**src/rtl/alu_writeback_pkg.sv**
```systemverilog
// Shared ALU parameters: op codes and architectural flag bit positions.
package alu_writeback_pkg;

    localparam logic [4:0] OP_ADD    = 5'd0;
    localparam logic [4:0] OP_SUB    = 5'd1;
    localparam logic [4:0] OP_AND    = 5'd2;
    localparam logic [4:0] OP_OR     = 5'd3;
    localparam logic [4:0] OP_EQUAL  = 5'd4;
    localparam logic [4:0] OP_DIVIDE = 5'd5;

    localparam int FLAG_N = 3;
    localparam int FLAG_Z = 2;
    localparam int FLAG_C = 1;
    localparam int FLAG_V = 0;

    function automatic logic op_is_legal(input logic [4:0] op);
        return (op == OP_ADD) || (op == OP_SUB) || (op == OP_AND) ||
               (op == OP_OR) || (op == OP_EQUAL) || (op == OP_DIVIDE);
    endfunction

endpackage

```
**src/rtl/wb_skid_fifo.sv**
```systemverilog
// Two-entry in-order skid FIFO with 1-bit wrapping pointers.
module wb_skid_fifo #(
    parameter int WIDTH = 8,
    parameter int DEPTH = 2
) (
    input  logic             clk,
    input  logic             rst_n,
    input  logic             push_i,
    input  logic [WIDTH-1:0] wdata_i,
    input  logic             pop_i,
    output logic [WIDTH-1:0] rdata_o,
    output logic [1:0]       count_o,
    output logic             full_o,
    output logic             empty_o
);
    import alu_writeback_pkg::*;

    logic [WIDTH-1:0] mem_q [2];
    logic             wptr_q, rptr_q;
    logic [1:0]       count_q, count_d;
    logic             do_push, do_pop;

    assign full_o  = (count_q == 2'(DEPTH));
    assign empty_o = (count_q == 2'd0);
    assign count_o = count_q;
    assign rdata_o = mem_q[rptr_q];

    // A full FIFO refuses a push even when a pop happens in the same cycle.
    assign do_push = push_i && !full_o;
    assign do_pop  = pop_i && !empty_o;

    always_comb begin
        count_d = count_q;
        if (do_push && !do_pop)
            count_d = count_q + 2'd1;
        else if (do_pop && !do_push)
            count_d = count_q - 2'd1;
    end

    always_ff @(posedge clk) begin
        if (!rst_n) begin
            wptr_q  <= 1'b0;
            rptr_q  <= 1'b0;
            count_q <= 2'd0;
        end else begin
            if (do_push) wptr_q <= ~wptr_q;
            if (do_pop)  rptr_q <= ~rptr_q;
            count_q <= count_d;
        end
    end

    always_ff @(posedge clk) begin
        if (do_push) mem_q[wptr_q] <= wdata_i;
    end

endmodule

```
**src/rtl/alu_writeback.sv**
```systemverilog
// ALU writeback: derives N/Z/C/V, buffers results across register-file stalls,
// and retires them in order as register writes plus a flags update.
module alu_writeback #(
    parameter int DATA_W  = 36,
    parameter int RADDR_W = 4,
    parameter int DEPTH   = 2
) (
    input  logic               clk,
    input  logic               rst_n,
    input  logic               in_valid,
    output logic               in_ready,
    input  logic [DATA_W-1:0]  in_result,
    input  logic               in_cout,
    input  logic [4:0]         in_op,
    input  logic               in_a_msb,
    input  logic               in_b_msb,
    input  logic               in_b_zero,
    input  logic [RADDR_W-1:0] in_rd,
    input  logic               in_wen,
    input  logic               rf_stall,
    output logic               rf_we,
    output logic [RADDR_W-1:0] rf_waddr,
    output logic [DATA_W-1:0]  rf_wdata,
    output logic [3:0]         flags,
    output logic               err,
    output logic               busy
);
    import alu_writeback_pkg::*;

    // Entry layout: {err, upd_flags, wen, rd, data, flags}
    localparam int ENTRY_W = 3 + RADDR_W + DATA_W + 4;

    function automatic logic [3:0] derive_flags(
        input logic [4:0]        op,
        input logic [DATA_W-1:0] result,
        input logic              cout,
        input logic              a_msb,
        input logic              b_msb,
        input logic              b_zero
    );
        logic signed [DATA_W-1:0] res_s;
        logic [3:0]               f;
        res_s     = $signed(result);
        f         = 4'b0000;
        f[FLAG_N] = (res_s < 0);
        f[FLAG_Z] = (result == '0);
        case (op)
            OP_ADD: begin
                f[FLAG_C] = cout;
                f[FLAG_V] = (a_msb == b_msb) && (f[FLAG_N] != a_msb);
            end
            OP_SUB: begin
                f[FLAG_C] = cout;
                f[FLAG_V] = (a_msb != b_msb) && (f[FLAG_N] != a_msb);
            end
            OP_DIVIDE: if (b_zero) f = 4'b0001;
            default: ;
        endcase
        return f;
    endfunction

    logic               legal, div_zero;
    logic               ent_err, ent_upd, ent_wen;
    logic [3:0]         ent_flags;
    logic [ENTRY_W-1:0] push_entry, head_entry;
    logic [1:0]         fifo_count;
    logic               fifo_full, fifo_empty;
    logic               push, retire;

    logic               head_err, head_upd, head_wen;
    logic [RADDR_W-1:0] head_rd;
    logic [DATA_W-1:0]  head_data;
    logic [3:0]         head_flags;

    logic [3:0]         flags_q, flags_d;
    logic               err_q, err_d;

    assign legal     = op_is_legal(in_op);
    assign div_zero  = (in_op == OP_DIVIDE) && in_b_zero;
    assign ent_flags = derive_flags(in_op, in_result, in_cout, in_a_msb, in_b_msb, in_b_zero);
    assign ent_err   = !legal || div_zero;
    assign ent_upd   = legal;
    // r0 is hard-wired zero, so its writes are dropped while flags still update.
    assign ent_wen   = in_wen && legal && !div_zero && (in_rd != '0);

    assign push_entry = {ent_err, ent_upd, ent_wen, in_rd, in_result, ent_flags};

    assign in_ready = (fifo_count < 2'(DEPTH));
    assign push     = in_valid && !fifo_full;
    assign retire   = !fifo_empty && !rf_stall;

    wb_skid_fifo #(
        .WIDTH (ENTRY_W),
        .DEPTH (DEPTH)
    ) u_fifo (
        .clk     (clk),
        .rst_n   (rst_n),
        .push_i  (push),
        .wdata_i (push_entry),
        .pop_i   (retire),
        .rdata_o (head_entry),
        .count_o (fifo_count),
        .full_o  (fifo_full),
        .empty_o (fifo_empty)
    );

    assign {head_err, head_upd, head_wen, head_rd, head_data, head_flags} = head_entry;

    assign rf_we    = retire && head_wen;
    assign rf_waddr = fifo_empty ? '0 : head_rd;
    assign rf_wdata = fifo_empty ? '0 : head_data;
    assign busy     = !fifo_empty;

    always_comb begin
        flags_d = flags_q;
        err_d   = retire && head_err;
        if (retire && head_upd) flags_d = head_flags;
    end

    always_ff @(posedge clk) begin
        if (!rst_n) begin
            flags_q <= 4'b0000;
            err_q   <= 1'b0;
        end else begin
            flags_q <= flags_d;
            err_q   <= err_d;
        end
    end

    assign flags = flags_q;
    assign err   = err_q;

endmodule

```
**config.mk**
```make
export PLATFORM = sky130hd
export DESIGN_NAME = alu_writeback
export DESIGN_NICKNAME = d
export VERILOG_FILES = /design/src/rtl/alu_writeback_pkg.sv /design/src/rtl/wb_skid_fifo.sv /design/src/rtl/alu_writeback.sv
export SDC_FILE = /design/constraint.sdc
export NUM_CORES = 1
export LEC_CHECK = 0
export ABC_AREA = 1
export CORE_AREA = 2 2 101 103
export DETAILED_ROUTE_END_ITERATION = 8
export DIE_AREA = 0 0 103 105
export PLACE_DENSITY = 0.74
export SYNTH_ARGS = -nofsm -noshare
export SYNTH_HDL_FRONTEND = slang
export SYNTH_SLANG_ARGS = --single-unit
```
**constraint.sdc**
```tcl
create_clock -name clk -period 3.4 [get_ports clk]
set_input_delay 0.85 -clock clk [delete_from_list [all_inputs] [get_ports clk]]
set_output_delay 0.85 -clock clk [all_outputs]
set_load 0.005 [all_outputs]
```
## Yosys cells after proc, flatten, opt, wreduce, memory -nomap -nowiden

Memory sizes are Yosys's and may differ from the RTL's. A register that Yosys moved wholly into a read port is not among the register bits.
Index checks and enable logic that the tools add are counted.

| operators by class | value |
|---|---|
| $add $sub $neg | 2 |
| bitwise operators | 2 |
| order comparisons | 2 |
| multiplexer cells | 11 |
| reduce and logical (&&, ||, !) cells | 33 |
| equality and inequality tests | 9 |

Operators by type and width:

| kind | number |
|---|---|
| 36-bit zero test | 1 |
| 36-bit by 1-bit < comparator with 1-bit output, second input constant | 1 |
| 36-bit 2-to-1 mux | 1 |
| 1-bit logical AND | 15 |
| 5-bit by 2-bit equality test with 1-bit output, second input constant | 2 |
| 5-bit by 3-bit equality test with 1-bit output, second input constant | 2 |
| 4-bit 2-to-1 mux | 2 |
| 1-bit zero test | 7 |
| 1-bit logical OR | 6 |
| 2-bit 2-to-1 mux | 3 |
| 2-bit case mux with 3 select lines | 1 |
| 5-bit by 1-bit equality test with 1-bit output, second input constant | 1 |
| 5-bit zero test | 1 |
| 1-bit 2-to-1 mux | 4 |
| 4-bit nonzero test | 1 |
| 2-bit by 1-bit adder with 2-bit output, second input constant | 1 |
| 2-bit equality test, second input constant | 1 |
| 2-bit zero test | 1 |
| 2-bit < comparator, second input constant | 1 |
| 1-bit != test | 2 |
| 1-bit NOT | 2 |
| 2-bit nonzero test | 1 |
| 2-bit by 1-bit subtractor with 2-bit output, second input constant | 1 |
| 1-bit equality test | 1 |

| storage, ports and cells | value |
|---|---|
| input port bits | 54 |
| logic and storage cells | 65 |
| memories kept | 1 |
| bits in writable memories | 94 |
| flip-flop bits (word level) | 9 |
| output and inout port bits | 48 |

Memories:

| memory | words | bits a word | read ports | clocked after memory_dff | wr ports | line | text |
|---|---|---|---|---|---|---|---|
| u_fifo.mem_q | 2 | 47 | 1 | 1 | 1 | wb_skid_fifo.sv:18 | `logic [WIDTH-1:0] mem_q [2];` |

## Longest topological paths before layout

Gate-level depths: netlist of the first run.

| logic depth | value |
|---|---|
| depth after elaboration | 9 |
| gate-level depth with buffers | 9 |

## Cells and area by module

Synthesis of the first run repeated with hierarchy kept, for this count alone.

| second synthesis, totals | value |
|---|---|
| cells, all modules | 355 |
| area total of the unflattened synthesis | 4594.4 sq um |

By module, submodules not included:

| module | area an instance (sq um) | seq. area each (sq um) | instances | cells an instance |
|---|---|---|---|---|
| wb_skid_fifo | 3759.9 | 2922.8 | 1 | 184 |
| alu_writeback | 834.6 | 100.1 | 1 | 171 |

## Worst setup path before layout of the first run

OpenSTA, ideal clock, no wires.

| timing path | value |
|---|---|
| kind | input to register |
| start point | input in_valid |
| end point | memory u_fifo.mem_q[1][0] (netlist name), enable pin |
| setup slack | 32 ps |
| stages | 2 |
| data arrival time | 2915 ps |
| setup time | 453 ps |
| cells stage by stage | o21ai_2 -> nor2_1 |

| between the ends | value |
|---|---|
| cells in the longest elaborated chain, start to end | 4 |

Ends and longest elaborated chain:

| element | line | text |
|---|---|---|
| from (decl) | alu_writeback.sv:10 | `input logic in_valid,` |
| 1-bit logical AND | alu_writeback.sv:89 | `assign push = in_valid && !fifo_full;` |
| 1-bit logical AND | wb_skid_fifo.sv:29 | `assign do_push = push_i && !full_o;` |
| 1-bit 2-to-1 mux | wb_skid_fifo.sv:53 | `if (do_push) mem_q[wptr_q] <= wdata_i;` |
| 1-bit 2-to-1 mux (not written as such) | wb_skid_fifo.sv:53 |  |
| to (decl) | wb_skid_fifo.sv:18 |  |

Every way passes these cells.

## Worst setup path after layout of the first run

| timing path | value |
|---|---|
| start point | input rf_stall |
| end point | output rf_we |

| between the ends | value |
|---|---|
| cells in the longest elaborated chain, start to end | 3 |

Ends and longest elaborated chain:

| element | line | text |
|---|---|---|
| from (decl) | alu_writeback.sv:20 | `input logic rf_stall,` |
| 1-bit zero test | alu_writeback.sv:90 | `assign retire = !fifo_empty && !rf_stall;` |
| 1-bit logical AND | alu_writeback.sv:90 |  |
| 1-bit logical AND | alu_writeback.sv:109 | `assign rf_we = retire && head_wen;` |
| to (decl) | alu_writeback.sv:21 | `output logic rf_we,` |

Every way passes these cells.

==> flow_summary.yaml, run 1 <==
outcome:
  status: "finished clean"
die:
  die_area_um2: 10800
  die_w_um: 103
  io_pins: 102
  initial_core_util: 0.432
  core_area_um2: 9640
  dieHeight_um: 105
  rows: 36
logic_synthesis:
  yosysWarnings: 0
  synthMuxAreaShare: 0
  synthTopCellsByCount: "nand2_1, edfxtp_1, a21oi_1, nor2_1, inv_1"
  syn_inst: 363
  yosysUniqueCellTypes: 22
  synth_top_family_by_area: "simple AND/OR/NAND/NOR gates"
  avgSynthCellArea_um2: 11.5
  yosys.area_share.simple: 0.168
  synth-seq-area-share: 0.726
  synth_edf_count: 94
  ys_ff_latch: 104
  synth_fa_ha_area_frac: 0.00300
  synth_top_area_share: 0.678
  synthFlopType: "edfxtp_1"
  synth-xor-area-share: 0.00631
  synth-compound-area-share: 0.0658
  synth_area_leader_cell: "edfxtp_1"
  synthesis.area_um2: 4160
  synth_nets: 418
  synthTopCellsByArea: "edfxtp_1, nand2_1, a21oi_1"
  yosysMostFrequentCell: "nand2_1"
  async_flop_share: 0
power_and_ir_drop:
  peakVddDrop_v: 0.000420
  p_per_area_nw_per_um2: 673
  cellLeakagePower_nw: 2.02
  power_mw: 3.71
place:
  post_dp_cell_area_um2: 5330
  gp_congestion: 0.757
  port_buffers: 101
  dp_hpwl_um: 5520
worst_setup_path:
  rr_startpoint: "u_fifo.count_o[0]"
  cp_slowest_stage_delay_ns: 0.50
  critical-path-slowest-cell: "clkdlybuf4s50_1"
  path_max_fanout: 7
  critPathTopFamily: "buffers and inverters"
  startpoint: "rf_stall"
  worstPathArrival_ns: 2.15
  r2r-end: "u_fifo.count_o[1]"
  cp-start-kind: "input port"
  path_buf_inv: 3
  worst-r2r-cell-count: 10
  cp-end-kind: "output port"
  reg2reg_slack_ns: 1.58
  crit_chain: "clkdlybuf4s50_1 > nor2_8 > nand2_1 > inv_1 > clkdlybuf4s50_1"
  critical_path_class: "in2out"
  crit_top_cell: "clkdlybuf4s50_1"
  critPathRequiredTime_ns: 2.55
route:
  route.detailed.drc: 0
  ant_nets: 0
  drtIter0Drc: 92
  top_layer: "met4"
  met3WireLength_um: 512
  wl_met2_um: 4430
  wl_met1_um: 3680
  routed_wl_um: 8760
  routedWlPerCell_um: 14.5
  vias: 2950
  avgViaCountPerCell: 4.88
  first_pass_iters: 5
clock_network:
  cts_hold_buf: 0
  clock_path_buffers: 2
  postCtsSetupRepairBufs: 0
  cts_max_level: 3
  clock_sinks: 104
  cts_root_buffer: "clkbuf_8"
  cts_tree: "built"
  cts_resized: 0
  clock_latency_ns: 0.36
  cts_buffers: 9
  clkSlewWorstSetupHoldPaths_ns: 0.09
hold_path:
  hold_start: "u_fifo.rptr_q"
  hp-class: "reg2reg"
  hold_depth: 1
  min_to: "u_fifo.rptr_q"
sta:
  fin_setup_tns_ns: 0
  fin_skew_ns: 0.0108
  fin_crit_ns: 3.00
  period_share: 0.882
  worst_pin_slew_ns: 0.671
  rsz0062_at_grt: "false"
  setup_viol: 0
  slew_violations: 0
  max_slew_margin: 0.552
  timing.fmax_mhz: 333
  hold_violations: 0
cells_and_area:
  antennaDiodeCount: 0
  final_util: 0.572
  syn_to_final_growth_pct: 32.4
  postLayoutCellArea_um2: 5510
  final_nets: 521
  drive_gt1_frac: 0.0573
flow_run:
  drv_cap: 0
global_route:
  grt_pass1_vias: 2901
  grt_use_total: 0.167
  grt_overflow_total: 0
  antenna_found_initial: 0
  grt_pass1_wl_um: 13900
  grt_max_degree: 49
## cells in the final DEF (no fill, tap or decap), drive strengths merged
cell type / count
ha: 1
inv: 16
clkbuf: 12
o21ai: 9
nand3: 4
dfxtp: 10
nand4: 3
nand2: 120
edfxtp: 94
clkinv: 2
nor2: 44
and3: 1
a21oi: 45
xnor2: 1
xor2: 2
nor4: 1
clkdlybuf4s50: 101
buf: 5
## power breakdown
group	internal [mW]	leakage, nW	switching, mW
sequential	1.61	0.961	0.0564
clock	0.313	0.0963	0.406
combinational	0.637	0.959	0.684
total	2.56	2.02	1.15
## cells by family after synthesis
family,after synthesis
fa+ha+maj,1
flops,104
compound gates,54
simple gates,173
buf+inv,28
xor+xnor,3
## cell type report
class / instances / area, µm²
clock inverter: 4 / 26.3
clock buffer: 12 / 156
timing repair buffer: 106 / 1060
multi-input combinational: 231 / 1030
inverter: 14 / 52.6
tap: 133 / 166
sequential: 104 / 3020
fill: 836 / 4130
## worst register-to-register path, cell delays in order, from the launching register on
cell     delay, ns
dfxtp_1       0.42
nor2_4        0.04
buf_4         0.28
nor2_8        0.20
inv_1         0.07
ha_1          0.33
a21oi_1       0.13
o21ai_1       0.09
nand2_1       0.07
nand2_1       0.05
nor2_1        0.08
## worst max-delay path by stage
stage                               endpoint  slack, ns  cells past startpoint
after floorplan           u_fifo.mem_q[1][0]       0.03                      2
after global placement                 rf_we       0.41                      5
after detailed placement               rf_we       0.39                      5
after CTS                              rf_we       0.39                      5
after global routing            rf_wdata[35]       0.25                      5
final                                  rf_we       0.40                      5
## per-layer routing
metal | GRT usage | vias to the layer above
li1 | - | 1443
met1 | 0.210 | 1383
met2 | 0.278 | 110
met3 | 0.0475 | 14
met4 | 0.0517 | 0
met5 | 0 | -
## per-stage QoR
stage	setup slack, ns	instances	hold WS [ns]
after floorplan	0.0322	363	0.431
after global placement	0.413	588	0.430
after detailed placement	0.393	588	0.458
after CTS	0.391	604	0.473
after global routing	0.252	604	0.517
final	0.400	604	0.481
## registers in the layout, indices dropped and copies added, names as in the netlist, named ones only
name	flops
err	1
u_fifo.count_o	2
flags	4
u_fifo.wptr_q	1
u_fifo.mem_q	94
u_fifo.rptr_q	1
Power figures use the tool's default switching activity.
==> run 2, diff against run 1 <==
Settings changed: SETUP_SLACK_MARGIN set to 0.15.
==> flow_summary.yaml, run 2 (synthesis results as in run 1) <==
outcome:
  status: "finished clean"
route:
  drtIter0Drc: 105
  first_pass_iters: 4
  route.detailed.drc: 0
  ant_nets: 0
  avgViaCountPerCell: 4.80
  routedWlPerCell_um: 14.5
  routed_wl_um: 8820
  vias: 2915
worst_setup_path:
  critical-path-slowest-cell: "clkdlybuf4s50_1"
  critPathTopFamily: "buffers and inverters"
  crit_cells: 5
  critical_path_class: "in2out"
  startpoint: "rf_stall"
  worst-r2r-cell-count: 9
  cp_slowest_stage_delay_ns: 0.49
  rr_startpoint: "u_fifo.count_o[0]"
  worstPathArrival_ns: 2.14
  cp-end-kind: "output port"
  crit_chain: "clkdlybuf4s50_1 > nor2_8 > nand2_1 > inv_1 > clkdlybuf4s50_1"
  path_buf_inv: 3
  critPathRequiredTime_ns: 2.55
  crit_top_cell: "clkdlybuf4s50_1"
  path_max_fanout: 7
  cp-start-kind: "input port"
die:
  io_pins: 102
  initial_core_util: 0.432
  dieHeight_um: 105
  core_area_um2: 9640
  rows: 36
  die_area_um2: 10800
  die_w_um: 103
hold_path:
  hp-class: "reg2reg"
  hold_start: "u_fifo.rptr_q"
  hold_depth: 1
sta:
  period_share: 0.878
  hold_violations: 0
  timing.fmax_mhz: 335
  worst_pin_slew_ns: 0.674
  rsz0062_at_grt: "false"
  max_slew_margin: 0.551
  fin_skew_ns: 0.00886
  fin_crit_ns: 2.99
  setup_viol: 0
  setup_slack_ns: 0.415
  fin_setup_tns_ns: 0
  whs_ns: 0.484
  slew_violations: 0
clock_network:
  clock_sinks: 104
  cts_max_level: 3
  cts_tree: "built"
  cts_resized: 0
  clkSlewWorstSetupHoldPaths_ns: 0.10
  cts_buffers: 9
  clock_path_buffers: 2
  cts_hold_buf: 0
  clock_latency_ns: 0.35
  cts_root_buffer: "clkbuf_8"
  postCtsSetupRepairBufs: 0
cells_and_area:
  final_nets: 524
  fill_cells: 880
  largest_reg_flops: 94
  antennaDiodeCount: 0
  syn_to_final_growth_pct: 33.5
  drive_gt1_frac: 0.0675
  postLayoutCellArea_um2: 5560
  final_cell_mix: "nand2_1, clkdlybuf4s50_1, edfxtp_1"
  layout_commonest_cell: "nand2_1"
  largest-register: "u_fifo.mem_q"
power_and_ir_drop:
  p_per_area_nw_per_um2: 680
  peakVddDrop_v: 0.000474
  cellLeakagePower_nw: 2.04
  power_mw: 3.78
place:
  dp_hpwl_um: 5950
  gp_congestion: 0.740
  post-place-ws_ns: 0.411
  port_buffers: 101
  post_dp_cell_area_um2: 5350
global_route:
  grt_pass1_wl_um: 13800
  grt_use_total: 0.167
  grt_max_degree: 48
  grt_overflow_total: 0
  grt_pass1_vias: 2889
  antenna_found_initial: 0
flow_run:
  drv_cap: 0
-- run 2: per-stage QoR --
step | instances | utilization
floorplan | 363 | -
global placement | 591 | 0.555
detailed placement | 591 | 0.555
CTS | 607 | 0.577
global route | 607 | 0.577
finish | 607 | 0.577
-- run 2: final cells by class --
| type | count | area, µm² | share of cell area |
|---|---|---|---|
| flip-flops and latches | 104 | 3020 | 0.544 |
| repair buffers | 109 | 1080 | 0.195 |
| multi-input cells | 231 | 1030 | 0.185 |
| clock buffers | 12 | 176 | 0.0317 |
| well taps | 133 | 166 | 0.0299 |
| inverters | 14 | 52.6 | 0.00945 |
| clock inverters | 4 | 31.3 | 0.00563 |
-- run 2: worst paths after layout --
| path | slack (ns) | end |
|---|---|---|
| worst max-delay path | 0.41 | rf_we |
| worst min register to register | 0.48 | u_fifo.rptr_q |
| worst max register to register | 1.64 | u_fifo.count_o[1] |
| worst min-delay path | 0.48 | u_fifo.rptr_q |
-- run 2: power breakdown --
part	internal, mW	switching [mW]	total [mW]	leakage, nW
sequential	1.61	0.0587	1.67	0.961
clock	0.357	0.408	0.765	0.109
combinational	0.660	0.687	1.35	0.972
-- run 2: routing by layer --
| metal | share of wire | vias up | track usage | routed length (µm) |
|---|---|---|---|---|
| met5 | 0 | - | 0 | 0 |
| met4 | 0.0042 | 0 | 0.0451 | 37 |
| met3 | 0.060 | 2 | 0.0428 | 532 |
| met2 | 0.51 | 82 | 0.281 | 4520 |
| met1 | 0.42 | 1383 | 0.214 | 3730 |
| li1 | - | 1448 | - | - |
==> run 3, diff against run 2 <==
Settings changed: CORE_AREA 2 2 101 103 to 2 2 141 74, DIE_AREA 0 0 103 105 to 0 0 143 76.
==> flow_summary.yaml, run 3 (synthesis results as in run 1) <==
route:
  first_pass_iters: 4
  vias: 2924
  routedWlPerCell_um: 15.6
  route.detailed.drc: 0
  ant_nets: 0
  drtIter0Drc: 290
  avgViaCountPerCell: 4.78
  routed_wl_um: 9570
power_and_ir_drop:
  combPwrFrac: 0.336
  p_seq_frac: 0.405
  pwr-share-clk: 0.259
  switchingPower_mw: 1.21
  p_sw_frac: 0.293
  power_mw: 4.13
  peakVddDrop_v: 0.000344
  cellLeakagePower_nw: 2.08
  p_per_area_nw_per_um2: 728
  intPower_mw: 2.92
worst_setup_path:
  cp-end-kind: "output port"
  critical_path_class: "in2out"
  crit_chain: "clkdlybuf4s50_1 > nor2_8 > nand2_1 > inv_1 > clkdlybuf4s50_1"
  crit_top_cell: "clkdlybuf4s50_1"
  reg2reg_slack_ns: 1.46
  worstPathArrival_ns: 2.14
  cp-start-kind: "input port"
  critical-path-slowest-cell: "clkdlybuf4s50_1"
  path_max_fanout: 7
  cp_slowest_stage_delay_ns: 0.49
  critPathRequiredTime_ns: 2.55
flow_run:
  drv_cap: 0
sta:
  fin_skew_ns: 0.00521
  rsz0062_at_grt: "false"
  fin_setup_tns_ns: 0
  fin_crit_ns: 2.99
  worst_pin_slew_ns: 0.664
  period_share: 0.879
  slew_violations: 0
  setup_viol: 0
  max_slew_margin: 0.558
  timing.fmax_mhz: 335
  hold_violations: 0
clock_network:
  cts_hold_buf: 0
  clkSlewWorstSetupHoldPaths_ns: 0.06
  cts_buffers: 9
  clock_latency_ns: 0.34
  cts_root_buffer: "clkbuf_16"
  postCtsSetupRepairBufs: 0
  cts_tree: "built"
  clock_sinks: 104
  clock_path_buffers: 2
  cts_max_level: 3
  cts_resized: 0
cells_and_area:
  layout_commonest_cell: "nand2_1"
  syn_to_final_growth_pct: 36.2
  postLayoutCellArea_um2: 5670
  largest-register: "u_fifo.mem_q"
  final_nets: 522
  final_cell_mix: "nand2_1, clkdlybuf4s50_1, edfxtp_1"
  largest_reg_flops: 94
  antennaDiodeCount: 0
  drive_gt1_frac: 0.0593
die:
  initial_core_util: 0.425
  die_w_um: 143
  rows: 26
  dieHeight_um: 76
  core_area_um2: 9790
  io_pins: 102
  die_area_um2: 10900
global_route:
  grt_pass1_wl_um: 14600
  grt_max_degree: 49
  grt_overflow_total: 0
  grt_pass1_vias: 2802
  antenna_found_initial: 0
  grt_use_total: 0.179
place:
  dp_hpwl_um: 6470
  port_buffers: 101
  gp_congestion: 0.772
  post_dp_cell_area_um2: 5360
hold_path:
  hp-class: "reg2reg"
outcome:
  status: "finished clean"
==> run 3: changes by cell type in the layout (fill, tap and decap cells not counted) <==
| cell | previous run | this run |
|---|---|---|
| inv_1 | 12 | 13 |
| clkbuf_8 | 11 | 0 |
| clkinvlp_4 | 0 | 2 |
| buf_12 | 1 | 2 |
| clkbuf_16 | 1 | 9 |
| clkinv_4 | 1 | 0 |
| bufinv_16 | 0 | 2 |
| clkbuf_1 | 0 | 1 |
| inv_6 | 2 | 0 |
| buf_4 | 7 | 4 |
==> run 3: power by group through the flow <==
stage,logic (mW),registers [mW],clock network [mW]
5_1_grt,1.52,1.69,1.14
3_3_place_gp,1.38,1.69,0
6_report,1.39,1.67,1.07
4_1_cts,1.40,1.67,1.09
2_1_floorplan,0.611,1.69,0
3_5_place_dp,1.39,1.70,0
==> run 3: worst max-delay path: cells and delay by family <==
kind,cells,cell delay [ns]
buffers and inverters,3,1.02
and+or+nand+nor,2,0.27
==> run 3: layout make-up <==
| cell class | count | area, µm² |
|---|---|---|
| Tap cell | 140 | 175 |
| Inverter | 14 | 52.6 |
| Clock buffer | 10 | 229 |
| Sequential cell | 104 | 3020 |
| Timing Repair Buffer | 107 | 1080 |
| Fill cell | 834 | 4120 |
| Multi-Input combinational cell | 231 | 1030 |
| Clock inverter | 6 | 83.8 |
==> run 3: path summary, 6_finish.rpt <==
path | startpoint | to | cells past startpoint
max reg2reg | u_fifo.count_o[0] | u_fifo.count_o[1] | 10
min | u_fifo.rptr_q | u_fifo.rptr_q | 1
min reg2reg | u_fifo.rptr_q | u_fifo.rptr_q | 1
max | rf_stall | rf_we | 5
==> run 3: routing by layer <==
layer / vias up / global-route usage / wire length (µm)
met3: 6 / 0.0660 / 851
met1: 1354 / 0.272 / 4830
li1: 1444 / - / -
met5: - / 0 / 0
met2: 120 / 0.244 / 3830
met4: 0 / 0.0416 / 61
==> run 3: metrics by stage <==
stage / hold WS, ns / instances / util / setup WS [ns]
after CTS: 0.464 / 612 / 0.579 / 0.401
final: 0.464 / 612 / 0.579 / 0.410
after global placement: 0.441 / 596 / 0.547 / 0.413
after detailed placement: 0.455 / 596 / 0.547 / 0.404
after floorplan: 0.431 / 363 / - / 0.825
after global routing: 0.484 / 612 / 0.579 / 0.330
